--- config.mk ---
export PLATFORM = sky130hd
export DESIGN_NAME = inst_mem_loader
export DESIGN_NICKNAME = d
export VERILOG_FILES = /design/src/rtl/inst_mem_loader.sv
export SDC_FILE = /design/constraint.sdc
export NUM_CORES = 1
export LEC_CHECK = 0
export ABC_AREA = 1
export BUFFER_PORTS_ARGS = -buffer_cell sky130_fd_sc_hd__buf_2
export CORE_MARGIN = 2
export CORE_UTILIZATION = 60
export CTS_CLUSTER_SIZE = 12
export DETAILED_ROUTE_END_ITERATION = 10
export PLACE_DENSITY = 0.94
export SLEW_MARGIN = 15
export SYNTH_ARGS = -nofsm -noshare
export SYNTH_HDL_FRONTEND = slang
export SYNTH_SLANG_ARGS = --single-unit
--- constraint.sdc ---
create_clock -name clk -period 3.1 [get_ports clk]
set_clock_uncertainty 0.1 [all_clocks]
set_input_delay 0.31 -clock clk [delete_from_list [all_inputs] [get_ports clk]]
set_output_delay 0.31 -clock clk [all_outputs]
set_load 0.05 [all_outputs]
--- src/rtl/inst_mem_loader.sv ---
// Instruction memory loader: receives a framed byte stream (sync, 16-bit word
// count, little-endian words, XOR checksum), writes the words into the
// instruction memory and holds the core in reset until a valid image is loaded.
module inst_mem_loader #(
  parameter int          CPU_WIDTH  = 32,
  parameter int          ADDR_WIDTH = 8,
  parameter int          DEPTH      = 256,
  parameter logic [7:0]  SYNC_BYTE  = 8'hA5
) (
  input  logic                  clk,
  input  logic                  rst,
  input  logic [7:0]            rx_data,
  input  logic                  rx_valid,
  output logic                  rx_ready,
  output logic                  mem_we,
  output logic [ADDR_WIDTH-1:0] mem_waddr,
  output logic [CPU_WIDTH-1:0]  mem_wdata,
  input  logic                  mem_wr_ready,
  output logic                  cpu_hold,
  output logic                  load_done,
  output logic                  load_err
);

  localparam logic [2:0] S_IDLE   = 3'd0;
  localparam logic [2:0] S_CNT_LO = 3'd1;
  localparam logic [2:0] S_CNT_HI = 3'd2;
  localparam logic [2:0] S_DATA   = 3'd3;
  localparam logic [2:0] S_WRITE  = 3'd4;
  localparam logic [2:0] S_CHK    = 3'd5;
  localparam logic [2:0] S_DONE   = 3'd6;
  localparam logic [2:0] S_ERR    = 3'd7;

  localparam logic [16:0] DEPTH_L = 17'(DEPTH);

  logic [2:0]  state;
  logic [7:0]  cnt_lo;
  logic [15:0] count;
  logic [15:0] wcnt;
  logic [15:0] wcnt_nx;
  logic [15:0] count_in;
  logic [1:0]  idx;
  logic [7:0]  chk_acc;
  logic        rx_fire;

  // Byte acceptance: blocked while writing a word and while reset is asserted.
  always_comb begin
    rx_ready = ~rst & (state != S_WRITE);
    rx_fire  = rx_valid & rx_ready;
    count_in = {rx_data, cnt_lo};
    wcnt_nx  = wcnt + 16'd1;
  end

  // Frame parser, word assembly and memory write handshake.
  always_ff @(posedge clk) begin
    if (rst) begin
      state     <= S_IDLE;
      cnt_lo    <= '0;
      count     <= '0;
      wcnt      <= '0;
      idx       <= '0;
      chk_acc   <= '0;
      mem_we    <= 1'b0;
      mem_waddr <= '0;
      mem_wdata <= '0;
      cpu_hold  <= 1'b1;
      load_done <= 1'b0;
      load_err  <= 1'b0;
    end else begin
      case (state)
        // IDLE, DONE and ERR share restart handling; any non-sync byte is dropped.
        S_IDLE, S_DONE, S_ERR: begin
          if (rx_fire && rx_data == SYNC_BYTE) begin
            state     <= S_CNT_LO;
            chk_acc   <= '0;
            idx       <= '0;
            wcnt      <= '0;
            mem_waddr <= '0;
            load_err  <= 1'b0;
            load_done <= 1'b0;
            cpu_hold  <= 1'b1;
          end
        end
        S_CNT_LO: begin
          if (rx_fire) begin
            cnt_lo <= rx_data;
            state  <= S_CNT_HI;
          end
        end
        S_CNT_HI: begin
          if (rx_fire) begin
            count <= count_in;
            if ({1'b0, count_in} > DEPTH_L) begin
              state    <= S_ERR;
              load_err <= 1'b1;
            end else if (count_in == '0) begin
              state <= S_CHK;
            end else begin
              state <= S_DATA;
            end
          end
        end
        S_DATA: begin
          if (rx_fire) begin
            mem_wdata[{idx, 3'b000} +: 8] <= rx_data;
            chk_acc <= chk_acc ^ rx_data;
            idx     <= idx + 2'd1;
            if (idx == 2'd3) begin
              state  <= S_WRITE;
              mem_we <= 1'b1;
            end
          end
        end
        S_WRITE: begin
          if (mem_wr_ready) begin
            mem_we <= 1'b0;
            wcnt   <= wcnt_nx;
            if (wcnt_nx == count) begin
              state <= S_CHK;
            end else begin
              mem_waddr <= mem_waddr + ADDR_WIDTH'(1);
              state     <= S_DATA;
            end
          end
        end
        S_CHK: begin
          if (rx_fire) begin
            if (rx_data == chk_acc) begin
              state     <= S_DONE;
              load_done <= 1'b1;
              cpu_hold  <= 1'b0;
            end else begin
              state    <= S_ERR;
              load_err <= 1'b1;
            end
          end
        end
        default: state <= S_IDLE;
      endcase
    end
  end

endmodule
==> impl_metrics.json, run 1 <==
{
  "wl_met3_microns": 906,
  "wl_per_cell_microns": 15.4,
  "start_kind": "flop",
  "dp.final_hpwl_mm": 9.45,
  "place_congestion": 0.921,
  "ios": 57,
  "grt_pass1_vias": 4673,
  "cts_buffers": 9,
  "arrival_ps": 2780,
  "synth_edf_count": 0,
  "ant_nets": 0,
  "netlist_top_cells_area": "dfxtp_1, nand2_1, a21oi_1",
  "wl_mm": 12.9,
  "area_delta_synth_final_pct": 10.8,
  "synth_fa_ha_area_frac": 0.0203,
  "synth-seq-cells": 97,
  "fin_crit_sh": 0.844,
  "crit_required_ps": 3260,
  "coreArea_sq_mm": 0.00809,
  "drive_gt1_frac": 0.144,
  "slowest_stage": "nor2_1",
  "fmax_mhz": 382,
  "antenna_found_initial": 0,
  "diodes": 0,
  "avgViaCountPerCell": 5.85,
  "clockBufferDepth": 2,
  "fin_setup_tns_ps": 0,
  "synthCells": 686,
  "min_period_ps": 2620,
  "dieHeight_microns": 94.7,
  "clk_latency_ps": 360,
  "final_common_cell": "nand2_1",
  "synth_top_area_share": 0.394,
  "detail_route.first_pass.iterations": 5,
  "overflow": 0,
  "final_max_slew_viol_count": 0,
  "nFillCells": 667,
  "wl_met1_mm": 5.14,
  "worstMarginPinSlew_ps": 686,
  "dieArea_sq_mm": 0.00896,
  "crit_top_cell": "inv_1",
  "fin_ws_ps": 483,
  "vias": 4927,
  "cts_tree": "built",
  "fp-row-count": 33,
  "multi_input_comb_area_sq_mm": 0.00263,
  "timing.max_slew.rel_slack": 0.542,
  "p_per_area_mw_per_mm2": 480,
  "cap_violations": 0,
  "synth_compound_area_frac": 0.187,
  "initial_utilization": 0.609,
  "synth_cell_types": 36,
  "synth_xor_area_frac": 0.0419,
  "top_layer_used": "met4",
  "setup-violations-final": 0,
  "critPathMaxStageDelay_ps": 420,
  "cts_setup_buffers": 0,
  "drc": 0,
  "hold_path_class": "input port to flop",
  "synth_top_family_by_area": "simple AND/OR/NAND/NOR gates",
  "postCtsHoldBufs": 0,
  "port_buffers": 56,
  "cp_max_fo": 15,
  "worstPathCellList": "inv_2 -> or2_1 -> nor2_2 -> inv_1 -> nor2_1 -> nand2_1 -> inv_1 -> o21ai_0 -> o211a_1",
  "cts.repair.resized": 0,
  "avgSynthCellArea_sq_um": 7.19,
  "cts_root_buf": "clkbuf_8",
  "path_clk_slew_ps": 90,
  "wl_met2_mm": 6.40,
  "ir_drop_uv": 520,
  "regArea_sq_mm": 0.00194,
  "synth-simple-area-share": 0.283,
  "grt_start_max_net_pins": 43,
  "yosys_warnings": 0,
  "run_status": "complete, no violations",
  "dp_worst_setup_slack_ps": 615,
  "yosysTopAreaCell": "dfxtp_1",
  "cpLargestDelayFamily": "simple AND/OR/NAND/NOR gates",
  "synth_ff_type": "dfxtp_1",
  "synth_area_sq_mm": 0.00493,
  "critical_path_class": "flop to flop",
  "fin_nets": 752,
  "dieWidth_microns": 94.7,
  "grt_pass1_wl_mm": 21.3,
  "async_flop_share": 0,
  "cp_num_buf_inv": 3,
  "cp-end-kind": "flop",
  "muxShareOfSynthArea": 0,
  "final_util": 0.675,
  "h-tree-depth": 3,
  "grt_usage": 0.297,
  "hold_viol": 0,
  "syn_nets": 706,
  "final_cell_mix": "nand2_1, dfxtp_1, a21oi_1",
  "drtIter0Drc": 353,
  "seq_area_frac_synth": 0.394,
  "cts.sinks": 97,
  "rsz0062_at_grt": "no",
  "finalPower_mw": 2.62,
  "leakage_nw": 2.34
}
-- final timing paths --
path                                end                  startpoint  cells past startpoint  slack [ps]
max          mem_wdata[31]$_SDFFE_PP0P_       state[1]$_SDFFE_PP0P_                      9         480
min              count[12]$_SDFFE_PP0P_                  rx_data[4]                      3         210
max reg2reg  mem_wdata[31]$_SDFFE_PP0P_       state[1]$_SDFFE_PP0P_                      9         480
min reg2reg  mem_wdata[11]$_SDFFE_PP0P_  mem_wdata[11]$_SDFFE_PP0P_                      2         370
-- where the power goes --
group	internal [mW]	leakage [nW]	switching [mW]
clock network	0.398	0.0970	0.427
registers	1.28	0.781	0.0313
logic	0.124	1.46	0.360
total	1.81	2.34	0.819
-- layer usage --
layer | global-route usage | vias to the layer above
met5 | 0 | -
met4 | 0.149 | 0
met3 | 0.0415 | 49
met2 | 0.522 | 234
met1 | 0.354 | 2277
li1 | - | 2367
-- sequential cells by signal (all words and copies together), names as in the netlist --
register,cells
mem_we,1
chk_acc,8
idx,2
cnt_lo,8
mem_waddr,8
cpu_hold,1
state,3
wcnt,16
mem_wdata,32
load_done,1
count,16
load_err,1
-- cells in the mapped netlist (all sizes together), types with 8 or more instances --
master and count:
clkbuf 20, ha 8, nor3 13, inv 64
a21oi 69, nand2 156, xor2 8, nand4 12
nand3 58, nor2 65, xnor2 13, o21ai 60
o211a 20, dfxtp 97
-- per-stage QoR --
step / instances / area, sq um / hold slack, ps
after floorplan: 686 / 4930 / 344
after global placement: 826 / 5270 / 349
after detailed placement: 826 / 5270 / 354
after CTS: 842 / 5460 / 187
after global routing: 842 / 5460 / 203
final: 842 / 5460 / 209
-- cells by family after synthesis --
logic type / Yosys count
AND/OR/NAND/NOR: 309
AO/OA/AOI/OAI: 157
flip-flops: 97
XOR/XNOR: 22
adder cells (fa/ha/maj): 8
buffers and inverters: 93
-- final cells by class --
class | count | share of cell area
sequential | 97 | 0.355
multi-input combinational | 496 | 0.480
clock buffer | 12 | 0.0266
timing repair buffer | 61 | 0.0582
inverter | 67 | 0.0460
clock inverter | 4 | 0.00939
tap | 105 | 0.0240
-- worst reg2reg max path: stages (launching register included) --
cell     delay (ps)
dfxtp_1         380
inv_2            60
or2_1           260
nor2_2          210
inv_1           210
nor2_1          420
nand2_1         130
inv_1           350
o21ai_0         220
o211a_1         170
No activity file was read; power rests on OpenSTA's default activity.
==> run 2: changes to the inputs <==
Settings changed: CORE_UTILIZATION 60 to 53, PLACE_DENSITY 0.94 to 0.88.
Clock period 3.1 ns to 2.4 ns, I/O delays scaled along.
==> impl_metrics.json, run 2 (synthesized netlist as in run 1, its figures left out) <==
{
  "run_status": "complete, no violations",
  "clk_latency_ps": 370,
  "antenna_found_initial": 0,
  "cts_tree": "built",
  "diodes": 0,
  "vias": 4986,
  "cts_buffers": 9,
  "fin_cells": 862,
  "dieWidth_microns": 100,
  "area_delta_synth_final_pct": 15.3,
  "reg.largest.list": "mem_wdata (32), count (16), wcnt (16)",
  "critPathMaxStageDelay_ps": 400,
  "p_per_area_mw_per_mm2": 642,
  "largest_register": "mem_wdata",
  "ant_nets": 0,
  "holdWs_ps": 90.5,
  "postCtsHoldBufs": 0,
  "p_sw_frac": 0.306,
  "p_int_mw": 2.53,
  "p_sw_mw": 1.12,
  "grt_pass1_wl_mm": 21.5,
  "ios": 57,
  "avgViaCountPerCell": 5.78,
  "leakage_nw": 2.43,
  "setup-violations-final": 0,
  "dieArea_sq_mm": 0.0101,
  "multi_input_comb_area_sq_mm": 0.00266,
  "crit_top_cell": "nand2_1",
  "cp-end-kind": "flop",
  "power_frac_seq": 0.465,
  "final_common_cell": "nand2_1",
  "final_max_slew_viol_count": 0,
  "initial_utilization": 0.539,
  "port_buffers": 56,
  "fin_crit_sh": 0.927,
  "grt_start_max_net_pins": 56,
  "cts_root_buf": "clkbuf_8",
  "dp_cells": 844,
  "hold_path_class": "input port to flop",
  "cts.sinks": 97,
  "path_clk_slew_ps": 90,
  "regArea_sq_mm": 0.00196,
  "coreArea_sq_mm": 0.00915,
  "worstMarginPinSlew_ps": 579,
  "start_kind": "flop",
  "drc": 0,
  "critical_path_class": "flop to flop",
  "cap_violations": 0,
  "worstPathCellList": "inv_2 -> or2_1 -> nor2_2 -> inv_2 -> nand2_1 -> inv_2 -> nand2_1 -> nand2_1 -> nor3_2 -> nand2_1 -> nand2_2 -> nand2_4 -> nand2_1 -> a21oi_1",
  "combinationalPowerShare": 0.179,
  "place_congestion": 0.965,
  "drtIter0Drc": 341,
  "wl_per_cell_microns": 15.1,
  "clockBufferDepth": 2,
  "grt_usage": 0.266,
  "final_cell_mix": "nand2_1, dfxtp_1, a21oi_1",
  "dieHeight_microns": 100,
  "hold_viol": 0,
  "fp-row-count": 35,
  "fmax_mhz": 449,
  "ir_drop_uv": 475,
  "grt_pass1_vias": 4679,
  "dp.final_hpwl_mm": 9.16,
  "largest_register_ffs": 32,
  "pwr-share-clk": 0.356,
  "detail_route.first_pass.iterations": 5,
  "h-tree-depth": 3,
  "timing.max_slew.rel_slack": 0.614,
  "overflow": 0,
  "wl_mm": 13.0,
  "arrival_ps": 2370,
  "nFillCells": 733,
  "crit_required_ps": 2540,
  "drive_gt1_frac": 0.186,
  "min_period_ps": 2230,
  "fin_nets": 766,
  "slowest_stage": "dfxtp_1",
  "cp_max_fo": 16
}
-- run 2: changes by cell type in the layout (fill, tap and decap cells not counted), sizes merged --
cell,before,now
buf,61,75
bufinv,1,3
clkbuf,12,9
clkinv,4,3
clkinvlp,1,2
inv,65,66
-- run 2: critical path: cells and delay by family (launching register included) --
| family | cells | cell delay (ps) |
|---|---|---|
| AOI/OAI and AO/OA | 1 | 60 |
| buffers and inverters | 3 | 190 |
| DFF | 1 | 400 |
| and+or+nand+nor | 10 | 1350 |
-- run 2: area by class of cell --
cell class / count / area share
Multi-Input combinational cell: 496 / 0.469
Sequential cell: 97 / 0.344
Timing Repair Buffer: 75 / 0.0744
Inverter: 67 / 0.0449
Tap cell: 111 / 0.0244
Clock buffer: 9 / 0.0218
Clock inverter: 7 / 0.0218
-- run 2: power by group through the flow --
stage / Combinational, mW / Clock (mW) / Sequential (mW)
floorplan: 0.389 / 0 / 1.82
global placement: 0.604 / 0 / 1.73
detailed placement: 0.630 / 0 / 1.74
CTS: 0.641 / 1.31 / 1.70
global route: 0.703 / 1.38 / 1.71
finish: 0.653 / 1.30 / 1.70
-- run 2: path summary, 6_finish.rpt --
path                                   from                         to  slack, ps  depth (start not counted)
hold reg to reg   mem_wdata[2]$_SDFFE_PP0P_  mem_wdata[2]$_SDFFE_PP0P_        370                          2
setup / recovery      state[1]$_SDFFE_PP0P_      wcnt[11]$_SDFFE_PP0P_        170                         14
hold / removal                   rx_data[7]     cnt_lo[7]$_SDFFE_PP0P_         90                          3
setup reg to reg      state[1]$_SDFFE_PP0P_      wcnt[11]$_SDFFE_PP0P_        170                         14
-- run 2: per-layer routing --
| metal | wire [microns] | up-vias | part of all wire | GRT usage |
|---|---|---|---|---|
| li1 | - | 2412 | - | - |
| met1 | 5220 | 2307 | 0.40 | 0.315 |
| met2 | 6400 | 221 | 0.49 | 0.459 |
| met3 | 902 | 46 | 0.069 | 0.0485 |
| met4 | 461 | 0 | 0.036 | 0.135 |
| met5 | 0 | - | 0 | 0 |
-- run 2: stage by stage --
| stage | area, sq um | power (mW) | TNS [ps] | worst slack (ps) | utilization |
|---|---|---|---|---|---|
| global route | 5690 | 3.79 | -29.2 | -25.6 | 0.621 |
| detailed placement | 5370 | 2.37 | 0 | 64.9 | 0.586 |
| global placement | 5370 | 2.34 | 0 | 207 | 0.586 |
| finish | 5690 | 3.65 | 0 | 174 | 0.621 |
| CTS | 5610 | 3.65 | 0 | 44.5 | 0.613 |
| floorplan | 4930 | 2.21 | 0 | 248 | - |
-- run 2: what timing repair did --
item	in CTS	in global routing
endpoints found under the setup margin	0	29
resized for setup	0	21
buffers inserted	0	2
